===== src/rtl/tlb_op_ctrl_pkg.sv =====
// cpuDefine: shared TLB-op encodings, invtlb op codes, index width and controller states
package cpuDefine;
  localparam int TLBNUMSIZE = 4;
  typedef enum logic [2:0] {SRCH, RD, WR, FILL, INV} TlbOp;
  localparam logic [4:0] INVTLB_ALL = 5'd0;
  localparam logic [4:0] INVTLB_ALL1 = 5'd1;
  localparam logic [4:0] INVTLB_G = 5'd2;
  localparam logic [4:0] INVTLB_NG = 5'd3;
  localparam logic [4:0] INVTLB_NG_ASID = 5'd4;
  localparam logic [4:0] INVTLB_NG_ASID_VA = 5'd5;
  localparam logic [4:0] INVTLB_GA_VA = 5'd6;
  typedef enum logic [2:0] {IDLE, SRCH_REQ, SRCH_RSP, EXEC, INV_WALK, DONE} state_t;
endpackage


===== src/rtl/tlb_op_ctrl_inv_match.sv =====
// tlb_inv_match: combinational invtlb match of one TLB entry (ent_g/asid/vppn/ps) against inv_op/asid/vppn -> hit
module tlb_inv_match
  import cpuDefine::*;
(
  input  logic        ent_g,
  input  logic [9:0]  ent_asid,
  input  logic [18:0] ent_vppn,
  input  logic [5:0]  ent_ps,
  input  logic [4:0]  inv_op,
  input  logic [9:0]  inv_asid,
  input  logic [18:0] inv_vppn,
  output logic        hit
);
  logic asid_eq, va_eq;
  assign asid_eq = ent_asid == inv_asid;
  // 4KB pages compare the full vppn; huge pages only the bits above the page offset
  assign va_eq = ent_ps == 6'd12 ? ent_vppn == inv_vppn : ent_vppn[18:9] == inv_vppn[18:9];
  always_comb begin
    hit = (inv_op == INVTLB_ALL || inv_op == INVTLB_ALL1) ? 1'b1 :
          inv_op == INVTLB_G          ? ent_g :
          inv_op == INVTLB_NG         ? ~ent_g :
          inv_op == INVTLB_NG_ASID    ? ~ent_g & asid_eq :
          inv_op == INVTLB_NG_ASID_VA ? ~ent_g & asid_eq & va_eq :
          inv_op == INVTLB_GA_VA      ? (ent_g | asid_eq) & va_eq : 1'b0;
  end
endmodule


===== src/rtl/tlb_op_ctrl.sv =====
// tlb_op_ctrl: sequences committed TLB ops (search/read/write/fill/invtlb) into one-cycle strobes; invtlb walk enabled by TLB_INVTLB_EN
// ports: clk, reset (async high); op_valid/op_ready/op_type/inv_* handshake; csr_* inputs; s_* search port;
//        s1e/s1_ne/s1_index, re/r_index, we/w_index, ent_*/walk_index/clr_e, done, op_err, fetch_again
module tlb_op_ctrl
  import cpuDefine::*;
#(
  parameter int TLBNUM = 16,
  localparam int IDXW = $clog2(TLBNUM)
) (
  input  logic            clk,
  input  logic            reset,
  input  logic            op_valid,
  output logic            op_ready,
  input  logic [2:0]      op_type,
  input  logic [4:0]      inv_op,
  input  logic [9:0]      inv_asid,
  input  logic [18:0]     inv_vppn,
  input  logic [18:0]     csr_vppn,
  input  logic [9:0]      csr_asid,
  input  logic [IDXW-1:0] csr_index,
  output logic [18:0]     s_vppn,
  output logic [9:0]      s_asid,
  input  logic            s_found,
  input  logic [IDXW-1:0] s_index,
  output logic            s1e,
  output logic            s1_ne,
  output logic [IDXW-1:0] s1_index,
  output logic            re,
  output logic [IDXW-1:0] r_index,
  output logic            we,
  output logic [IDXW-1:0] w_index,
  input  logic            ent_e,
  input  logic            ent_g,
  input  logic [9:0]      ent_asid,
  input  logic [18:0]     ent_vppn,
  input  logic [5:0]      ent_ps,
  output logic [IDXW-1:0] walk_index,
  output logic            clr_e,
  output logic            done,
  output logic            op_err,
  output logic            fetch_again
);
  state_t state, nxt;
  TlbOp op_q;
  logic err_q, inv_ok, walk_last, accept;
  logic [IDXW-1:0] fill_idx, fill_q;
  assign accept = op_valid & op_ready;
`ifdef TLB_INVTLB_EN
  logic [IDXW-1:0] walk_q;
  logic [4:0] inv_op_q;
  logic [9:0] inv_asid_q;
  logic [18:0] inv_vppn_q;
  logic hit;
  tlb_inv_match u_match (
    .ent_g(ent_g), .ent_asid(ent_asid), .ent_vppn(ent_vppn), .ent_ps(ent_ps),
    .inv_op(inv_op_q), .inv_asid(inv_asid_q), .inv_vppn(inv_vppn_q), .hit(hit)
  );
  always_ff @(posedge clk or posedge reset) begin
    if (reset) begin
      walk_q <= '0;
      inv_op_q <= '0;
      inv_asid_q <= '0;
      inv_vppn_q <= '0;
    end else if (accept) begin
      walk_q <= '0;
      inv_op_q <= inv_op;
      inv_asid_q <= inv_asid;
      inv_vppn_q <= inv_vppn;
    end else if (state == INV_WALK) begin
      walk_q <= walk_q + IDXW'(1);
    end
  end
  assign inv_ok = inv_op <= INVTLB_GA_VA;
  assign walk_last = walk_q == IDXW'(TLBNUM - 1);
  assign walk_index = walk_q;
  assign clr_e = state == INV_WALK && ent_e && hit;
`else
  logic unused_inv;
  assign unused_inv = ^{inv_op, inv_asid, inv_vppn, ent_e, ent_g, ent_asid, ent_vppn, ent_ps};
  assign inv_ok = 1'b0;
  assign walk_last = 1'b1;
  assign walk_index = '0;
  assign clr_e = 1'b0;
`endif
  always_ff @(posedge clk or posedge reset) begin
    if (reset) begin
      state <= IDLE;
      op_q <= SRCH;
      err_q <= 1'b0;
      fill_idx <= '0;
      fill_q <= '0;
    end else begin
      state <= nxt;
      fill_idx <= fill_idx + IDXW'(1);
      if (accept) begin
        op_q <= TlbOp'(op_type);
        err_q <= op_type == INV && !inv_ok;
        fill_q <= fill_idx;
      end
    end
  end
  always_comb begin
    nxt = state;
    case (state)
      IDLE:     if (op_valid) nxt = op_type == SRCH ? SRCH_REQ :
                                    (op_type == RD || op_type == WR || op_type == FILL) ? EXEC :
                                    (op_type == INV && inv_ok) ? INV_WALK : DONE;
      SRCH_REQ: nxt = SRCH_RSP;
      SRCH_RSP: nxt = DONE;
      EXEC:     nxt = DONE;
      INV_WALK: nxt = walk_last ? DONE : INV_WALK;
      default:  nxt = IDLE;
    endcase
  end
  assign op_ready = state == IDLE;
  assign s_vppn = state == SRCH_REQ ? csr_vppn : '0;
  assign s_asid = state == SRCH_REQ ? csr_asid : '0;
  assign s1e = state == SRCH_RSP;
  assign s1_ne = s1e & ~s_found;
  assign s1_index = s1e ? s_index : '0;
  assign re = state == EXEC && op_q == RD;
  assign r_index = re ? csr_index : '0;
  assign we = state == EXEC && (op_q == WR || op_q == FILL);
  assign w_index = !we ? '0 : op_q == FILL ? fill_q : csr_index;
  assign done = state == DONE;
  assign fetch_again = done;
  assign op_err = done & err_q;
endmodule


===== config.mk =====
export PLATFORM = sky130hd
export DESIGN_NAME = tlb_op_ctrl
export DESIGN_NICKNAME = d
export VERILOG_FILES = /design/src/rtl/tlb_op_ctrl_pkg.sv /design/src/rtl/tlb_op_ctrl_inv_match.sv /design/src/rtl/tlb_op_ctrl.sv
export SDC_FILE = /design/constraint.sdc
export NUM_CORES = 1
export LEC_CHECK = 0
export BUFFER_PORTS_ARGS = -buffer_cell sky130_fd_sc_hd__buf_4
export CORE_AREA = 5 5 55 81
export DETAILED_ROUTE_END_ITERATION = 12
export DIE_AREA = 0 0 60 86
export MAX_ROUTING_LAYER = met4
export PLACE_DENSITY = 0.86
export SYNTH_ARGS = -nofsm -noshare
export SYNTH_HDL_FRONTEND = slang
export SYNTH_HIERARCHICAL = 1
export SYNTH_SLANG_ARGS = --single-unit

===== constraint.sdc =====
create_clock -name clk -period 2.4 [get_ports clk]
set_input_delay 0.36 -clock clk [delete_from_list [all_inputs] [get_ports clk]]
set_output_delay 0.36 -clock clk [all_outputs]
set_load 0.01 [all_outputs]

==> impl_results.md, run 1 <==
- Psw: 582.6 uW
- Clk buf depth: 2
- Pwr Density: 891.0 nW/um^2
- P_leak: 0.001003 uW
- Comb power frac: 0.583
- CTS root buf: clkbuf_8
- FFs w/ async S/R, synth: 1.000
- Largest stage delay, worst path: 0.57 ns
- Via density: 4.397
- Die width: 60 microns
- Placed cells: 235
- Nets: 313
- #FFs+latches synth: 15
- Vias: 1051
- R2R depth: 3
- Cell Rows: 27
- Diodes inserted: 0
- Post-route minimum period: 1.974 ns
- Htree depth: 1
- Internal cell power: 1012 uW
- Die area: 5160 sq um
- CTS Hold Bufs: 0
- DRC Markers: 0
- Routed wire length: 3128 microns
- Core area: 3649 sq um
- Number of CTS-inserted buffers: 3
- Worst-Margin Slew: 0.5749 ns
- Post-Syn Area: 1072 sq um
- Grt ovf: 0
- Initial Utilization: 0.2939
- # Max-Cap Violations: 0
- CP max FO: 12
- Post-synth top area share: 0.3501
- Critical-path cell list: and4bb_2, and3b_1, and2_1, buf_4
- Final hold vios: 0
- CP Class: reg -> out
- Post-CTS setup buffer count: 0
- Sw frac: 0.3655
- Routed Antenna Nets: 0
- Initial antenna violation count: 0
- Global placer's final weighted congestion: 0.7497
- Die extent in y: 86 microns
- Register area share after synthesis: 0.3501
- Clock power share: 0.127
- Area Overhead vs Synth: 66.86%
- Crit. Startpoint: state[1]$_DFFE_PP0P_
- Reg-to-Reg Start: state[2]$_DFFE_PP0P_
- Post-Syn Instances: 108
- First-pass GRT wire length: 4719 microns
- Critical path required time: 2.04 ns
- Largest net degree at the start of global routing: 31
- Layout cells sized above 1: 0.5561
- Clk_lat worst skew: 0.25 ns
- Setup crit end kind: output pin
- Drt wl/cell: 13.09 microns
- Post-synth EDFFs: 0
- Slew margin rel.: 0.6163
- Router iterations before antenna repair: 4
- Count of pins over their slew limit: 0
- CTS tree: yes
- Top cells by area, synth: dfrtp_1 (35%), and2_1 (20%), mux2_4 (11%)
- Critical Path AT: 1.61 ns
- RSZ-0062 raised after global routing: no
- Period utilization: 0.8223
- Commonest cells in the netlist: and2_1 (35), dfrtp_1 (15), mux2_4 (8)
- Maximum clock frequency: 506.7 MHz
- Netlist cell types: 29
- Slack of the worst reg-to-reg path: 0.98 ns
- Status: completed
- Vias in the first global route: 1061
- Fin Setup TNS: 0 ns
- Hold Crit Class: in -> async
- Synthesized area per cell: 9.929 sq um
- Worst setup path end: r_index[3]
- Setup violators final: 0
- Initial DRC count: 20
- Most frequent cell after synthesis: and2_1
- Reg-to-reg endpoint: op_q[2]$_DFFE_PP0P_
- Synth area leader: dfrtp_1
- Clock Pin Slew Worst Setup and Hold Paths: 0.06 ns
- Clock Skew: 0.006923 ns
- CP startpoint kind: register
- Worst vdd ir: 456.5 uV
- Reg power frac: 0.290
- Non-filler cells in the finished layout: 239
- Slowest CP cell: dfrtp_1
- I/O pins: 169
- Count of port buffers added during placement: 92
- Synth warnings: 6
- Total GRT Usage: 0.1212
- Sink Count: 15
- Post_cts resized: 0
- Top_reg_cell synth: dfrtp_1
- HPWL after DPL: 2553 microns
-- power groups by stage --
stage	clock [uW]	sequential, uW	combinational [uW]
detailed placement	0	466	935
global placement	0	463	922
finish	202	462	930
global route	221	480	1010
floorplan	0	397	646
CTS	208	463	943
-- worst min-delay path by stage --
| stage | start | depth (start not counted) | slack (ns) | end |
|---|---|---|---|---|
| floorplan | reset | 1 | 0.26 | err_q$_DFFE_PP0P_ |
| global placement | reset | 2 | 0.44 | fill_q[1]$_DFFE_PP0P_ |
| detailed placement | reset | 2 | 0.45 | fill_q[1]$_DFFE_PP0P_ |
| CTS | reset | 2 | 0.18 | fill_q[1]$_DFFE_PP0P_ |
| global route | reset | 2 | 0.21 | fill_q[1]$_DFFE_PP0P_ |
| finish | reset | 2 | 0.17 | fill_q[1]$_DFFE_PP0P_ |
-- cell usage in the layout (no fill, tap or decap), drive strengths merged --
master	count
o21bai	1
xnor2	1
nand3	1
ha	1
o31a	1
and3	4
o21ai	1
nor2	6
clkbuf	3
nor3b	2
nor2b	1
and4bb	1
dfrtp	15
buf	93
mux2i	5
nor3	1
clkinv	1
o41ai	1
inv	4
and2	36
xor2	1
mux2	8
and3b	1
nand2	2
conb	5
-- logic make-up (layout without fill, tap and decap cells) --
logic type,after synthesis,in the layout,synth area share
AO/OA/AOI/OAI,4,4,0.02801
XOR/XNOR,2,2,0.01634
adder cells (fa/ha/maj),1,1,0.01167
buffers and inverters,17,101,0.1038
flip-flops,15,15,0.3501
multiplexers,13,13,0.1587
other,1,5,0.003497
AND/OR/NAND/NOR,55,55,0.3279
-- critical path, delay by kind of cell, from the launching register on --
family	cells	cell delay (ns)
buffers and inverters	1	0.11
DFF	1	0.57
and+or+nand+nor	3	0.69
-- registers in the layout, indices dropped and copies added (netlist names) --
register  cells
fill_q        4
op_q          3
state         3
err_q         1
fill_idx      4
-- metrics by stage --
stage	total power, uW	hold slack (ns)	setup WS (ns)	cell area, sq um	utilization
after floorplan	1043	0.2615	0.8306	1087	-
after global placement	1386	0.4384	0.6820	1743	0.4777
after detailed placement	1401	0.4518	0.6660	1743	0.4777
after CTS	1614	0.1803	0.3989	1789	0.4904
after global routing	1713	0.2094	0.3340	1789	0.4904
final	1594	0.1674	0.4265	1789	0.4904
-- metal layers --
metal  vias up  routed length (microns)  track usage
met3         5                      438      0.04066
met2        74                     1419       0.1781
met5         -                        0            -
met4         0                       48      0.04839
met1       462                     1220       0.1503
li1        510                        -            -
-- final cells by class --
cell class	instances	area, sq um
multi-input cells	80	600.6
clock inverters	1	5.005
repair buffers	93	698.2
inverters	4	15.01
well taps	43	53.80
fillers	356	1859
flip-flops and latches	15	375.4
clock buffers	3	41.29
No activity file was read; power rests on OpenSTA's default activity.
==> inputs of run 2 (changes only) <==
--- a/config.mk
+++ b/config.mk
@@ -6,11 +6,11 @@
 export NUM_CORES = 1
 export LEC_CHECK = 0
 export BUFFER_PORTS_ARGS = -buffer_cell sky130_fd_sc_hd__buf_4
-export CORE_AREA = 5 5 55 81
+export CORE_AREA = 5 5 59 87
 export DETAILED_ROUTE_END_ITERATION = 12
-export DIE_AREA = 0 0 60 86
+export DIE_AREA = 0 0 64 92
 export MAX_ROUTING_LAYER = met4
-export PLACE_DENSITY = 0.86
+export PLACE_DENSITY = 0.78
 export SYNTH_ARGS = -nofsm -noshare
 export SYNTH_HDL_FRONTEND = slang
 export SYNTH_HIERARCHICAL = 1
==> constraint.sdc (replaced) <==
create_clock -name clk -period 1.8 [get_ports clk]
set_input_delay 0.27 -clock clk [delete_from_list [all_inputs] [get_ports clk]]
set_output_delay 0.27 -clock clk [all_outputs]
set_load 0.01 [all_outputs]
==> run 2 against run 1 <==
Net effect:
- total power increased by 42%
- worst setup slack got worse by 0.37 ns
- global-route usage decreased by 1.9 points
- flip-flop and latch count unchanged
- sequential share of layout area decreased by 0.87 points
- utilization decreased by 4.8 points
- clock skew decreased by 0.0062 ns
==> impl_results.md, run 2 (synthesis gave the netlist of run 1 again) <==
- Status: completed (unchanged)
- Total GRT Usage: 0.1027 (was 0.1212)
- Fin Setup TNS: 0 ns (unchanged)
- Slowest CP cell: dfrtp_2 (was dfrtp_1)
- Number of cells on the critical path: 4 (unchanged)
- Vias: 1071 (was 1051)
- CP Class: reg -> out (unchanged)
- Area of the multi-input gates: 609.3 sq um (was 600.6 sq um)
- Critical Path AT: 1.48 ns (was 1.61 ns)
- Via density: 4.267 (was 4.397)
- HPWL after DPL: 2642 microns (was 2553 microns)
- Area Overhead vs Synth: 75.26% (was 66.86%)
- Maximum clock frequency: 572.1 MHz
- Critical-path cell list: and4bb_2, and3b_2, and2_1, buf_4 (was and4bb_2, and3b_1, and2_1, buf_4)
- Period utilization: 0.9710
- Initial Utilization: 0.2526 (was 0.2939)
- Largest net degree at the start of global routing: 31 (unchanged)
- Routed wire length: 3133 microns (was 3128 microns)
- Initial DRC count: 31 (was 20)
- Layout cells sized above 1: 0.6049 (was 0.5561)
- CTS tree: yes (unchanged)
- Buf/Inv on CP: 1 (unchanged)
- Number of CTS-inserted buffers: 3 (unchanged)
- Vias in the first global route: 1000 (was 1061)
- Fillers: 436 (was 356)
- Finished layout cell area: 1879 sq um (was 1789 sq um)
- Setup crit end kind: output pin (unchanged)
- Hold Crit Class: in -> async (unchanged)
- Htree depth: 1 (unchanged)
- Nets: 322 (was 313)
- Critical path required time: 1.53 ns (was 2.04 ns)
- Clk_lat worst skew: 0.25 ns (about the same)
- P_leak: 0.001051 uW (was 0.001003 uW)
- Clk buf depth: 2 (unchanged)
- Cell Rows: 29 (was 27)
- Final hold slack: 0.07008 ns (was 0.1674 ns)
- Sink Count: 15 (unchanged)
- Clock Pin Slew Worst Setup and Hold Paths: 0.05 ns (was 0.06 ns)
- DRC Markers: 0 (unchanged)
- # Max-Cap Violations: 0 (unchanged)
- Pwr Density: 1202 nW/um^2 (was 891.0 nW/um^2)
- Largest stage delay, worst path: 0.43 ns (was 0.57 ns)
- Final worst slack: 0.05211 ns (was 0.4265 ns)
- Pwr Total: 2259 uW (was 1594 uW)
- Largest delay share family, worst path: simple AND/OR/NAND/NOR gates (unchanged)
- First-pass GRT wire length: 4816 microns (was 4719 microns)
- I/O pins: 169 (unchanged)
- Clock Skew: 0.0007096 ns (was 0.006923 ns)
- Worst-Margin Slew: 0.5408 ns (was 0.5749 ns)
- Commonest cells after routing, fill and taps aside: buf_4 (100), and2_1 (32), dfrtp_1 (13) (was buf_4 (93), and2_1 (35), dfrtp_1 (15))
- CTS root buf: clkbuf_8 (unchanged)
- Global placer's final weighted congestion: 0.7611 (was 0.7497)
- Final hold vios: 0 (unchanged)
- Die width: 64 microns (was 60 microns)
- Diodes inserted: 0 (unchanged)
- Die extent in y: 92 microns (was 86 microns)
- Pre-CTS setup slack: 0.2481 ns (was 0.6660 ns)
- Post-DP Area: 1762 sq um (was 1743 sq um)
- Most common cell after layout, fill and taps aside: buf_4 (unchanged)
- Initial antenna violation count: 0 (unchanged)
- Setup violators final: 0 (unchanged)
- Post-route minimum period: 1.748 ns
- Die area: 5888 sq um (was 5160 sq um)
- Grt ovf: 0 (unchanged)
- Core area: 4245 sq um (was 3649 sq um)
- Slew margin rel.: 0.6390 (was 0.6163)
- Count of port buffers added during placement: 92 (unchanged)
- R2R depth: 5 (was 3)
- Regs by FF count: fill_idx x4, fill_q x4 (unchanged)
- Drt wl/cell: 12.48 microns (was 13.09 microns)
- Routed Antenna Nets: 0 (unchanged)
- Worst vdd ir: 721.8 uV (was 456.5 uV)
- Count of pins over their slew limit: 0 (unchanged)
- CP startpoint kind: register (unchanged)
- CP max FO: 5 (was 12)
- Router iterations before antenna repair: 4 (unchanged)
- Register Area: 377.9 sq um (was 375.4 sq um)
==> run 2: cell types whose count changed in the layout (fill, tap and decap cells not counted) <==
cell     previous run  this run
dfrtp_2             0         2
buf_4              93       100
and3b_2             0         1
and2_4              1         4
and3b_1             1         0
and2_1             35        32
buf_6               0         2
dfrtp_1            15        13
==> run 2: repair_timing <==
action / in CTS / in global routing
cloned: 0 / 0
hold buffers: 0 / 0
pin swaps: 0 / 4
endpoints found under the setup margin: 4 / 33
gates resized for setup: 1 / 7
buffers inserted: 0 / 7
==> run 2: path summary, 6_finish.rpt <==
kind	start	endpoint	slack, ns
max	state[1]$_DFFE_PP0P_	r_index[0]	0.05
min	reset	fill_idx[1]$_DFF_PP0_	0.07
max reg2reg	state[2]$_DFFE_PP0P_	fill_q[2]$_DFFE_PP0P_	0.21
min reg2reg	fill_idx[3]$_DFF_PP0_	fill_idx[3]$_DFF_PP0_	0.47
max in group asynchronous	reset	state[0]$_DFFE_PP0P_	1.34
min in group clk	op_type[2]	state[1]$_DFFE_PP0P_	0.23
==> run 2: layout make-up <==
type | count | area share
inverters | 4 | 0.007989
well taps | 46 | 0.03063
clock inverters | 1 | 0.002663
flip-flops and latches | 15 | 0.2011
clock buffers | 3 | 0.02197
multi-input cells | 80 | 0.3242
repair buffers | 102 | 0.4115
==> run 2: power breakdown <==
part	internal (uW)	total (uW)	switching, uW
combinational	851	1420	565
sequential	467	583	116
clock	153	261	108
total	1470	2260	788
==> run 2: layer usage <==
metal  vias to the layer above  GRT usage  wire length [microns]  part of all wire
li1                        534          -                      -                 -
met1                       472     0.1076                   1084              0.35
met2                        60     0.1669                   1672              0.53
met3                         5    0.03423                    315              0.10
met4                         0    0.05546                     60             0.019
met5                         -          -                      0                 0
==> run 2: stage by stage <==
| stage | instances | util |
|---|---|---|
| 2_1_floorplan | 112 | - |
| 3_5_place_dp | 240 | 0.4150 |
| 5_1_grt | 251 | 0.4427 |
| 3_3_place_gp | 240 | 0.4150 |
| 4_1_cts | 244 | 0.4262 |
| 6_report | 251 | 0.4427 |
==> run 2: worst register-to-register path: stages, from the launching register on <==
cell and delay (ns):
dfrtp_1 0.41, buf_4 0.15, buf_4 0.15, nor3_4 0.18
and2_4 0.26, mux2_4 0.32
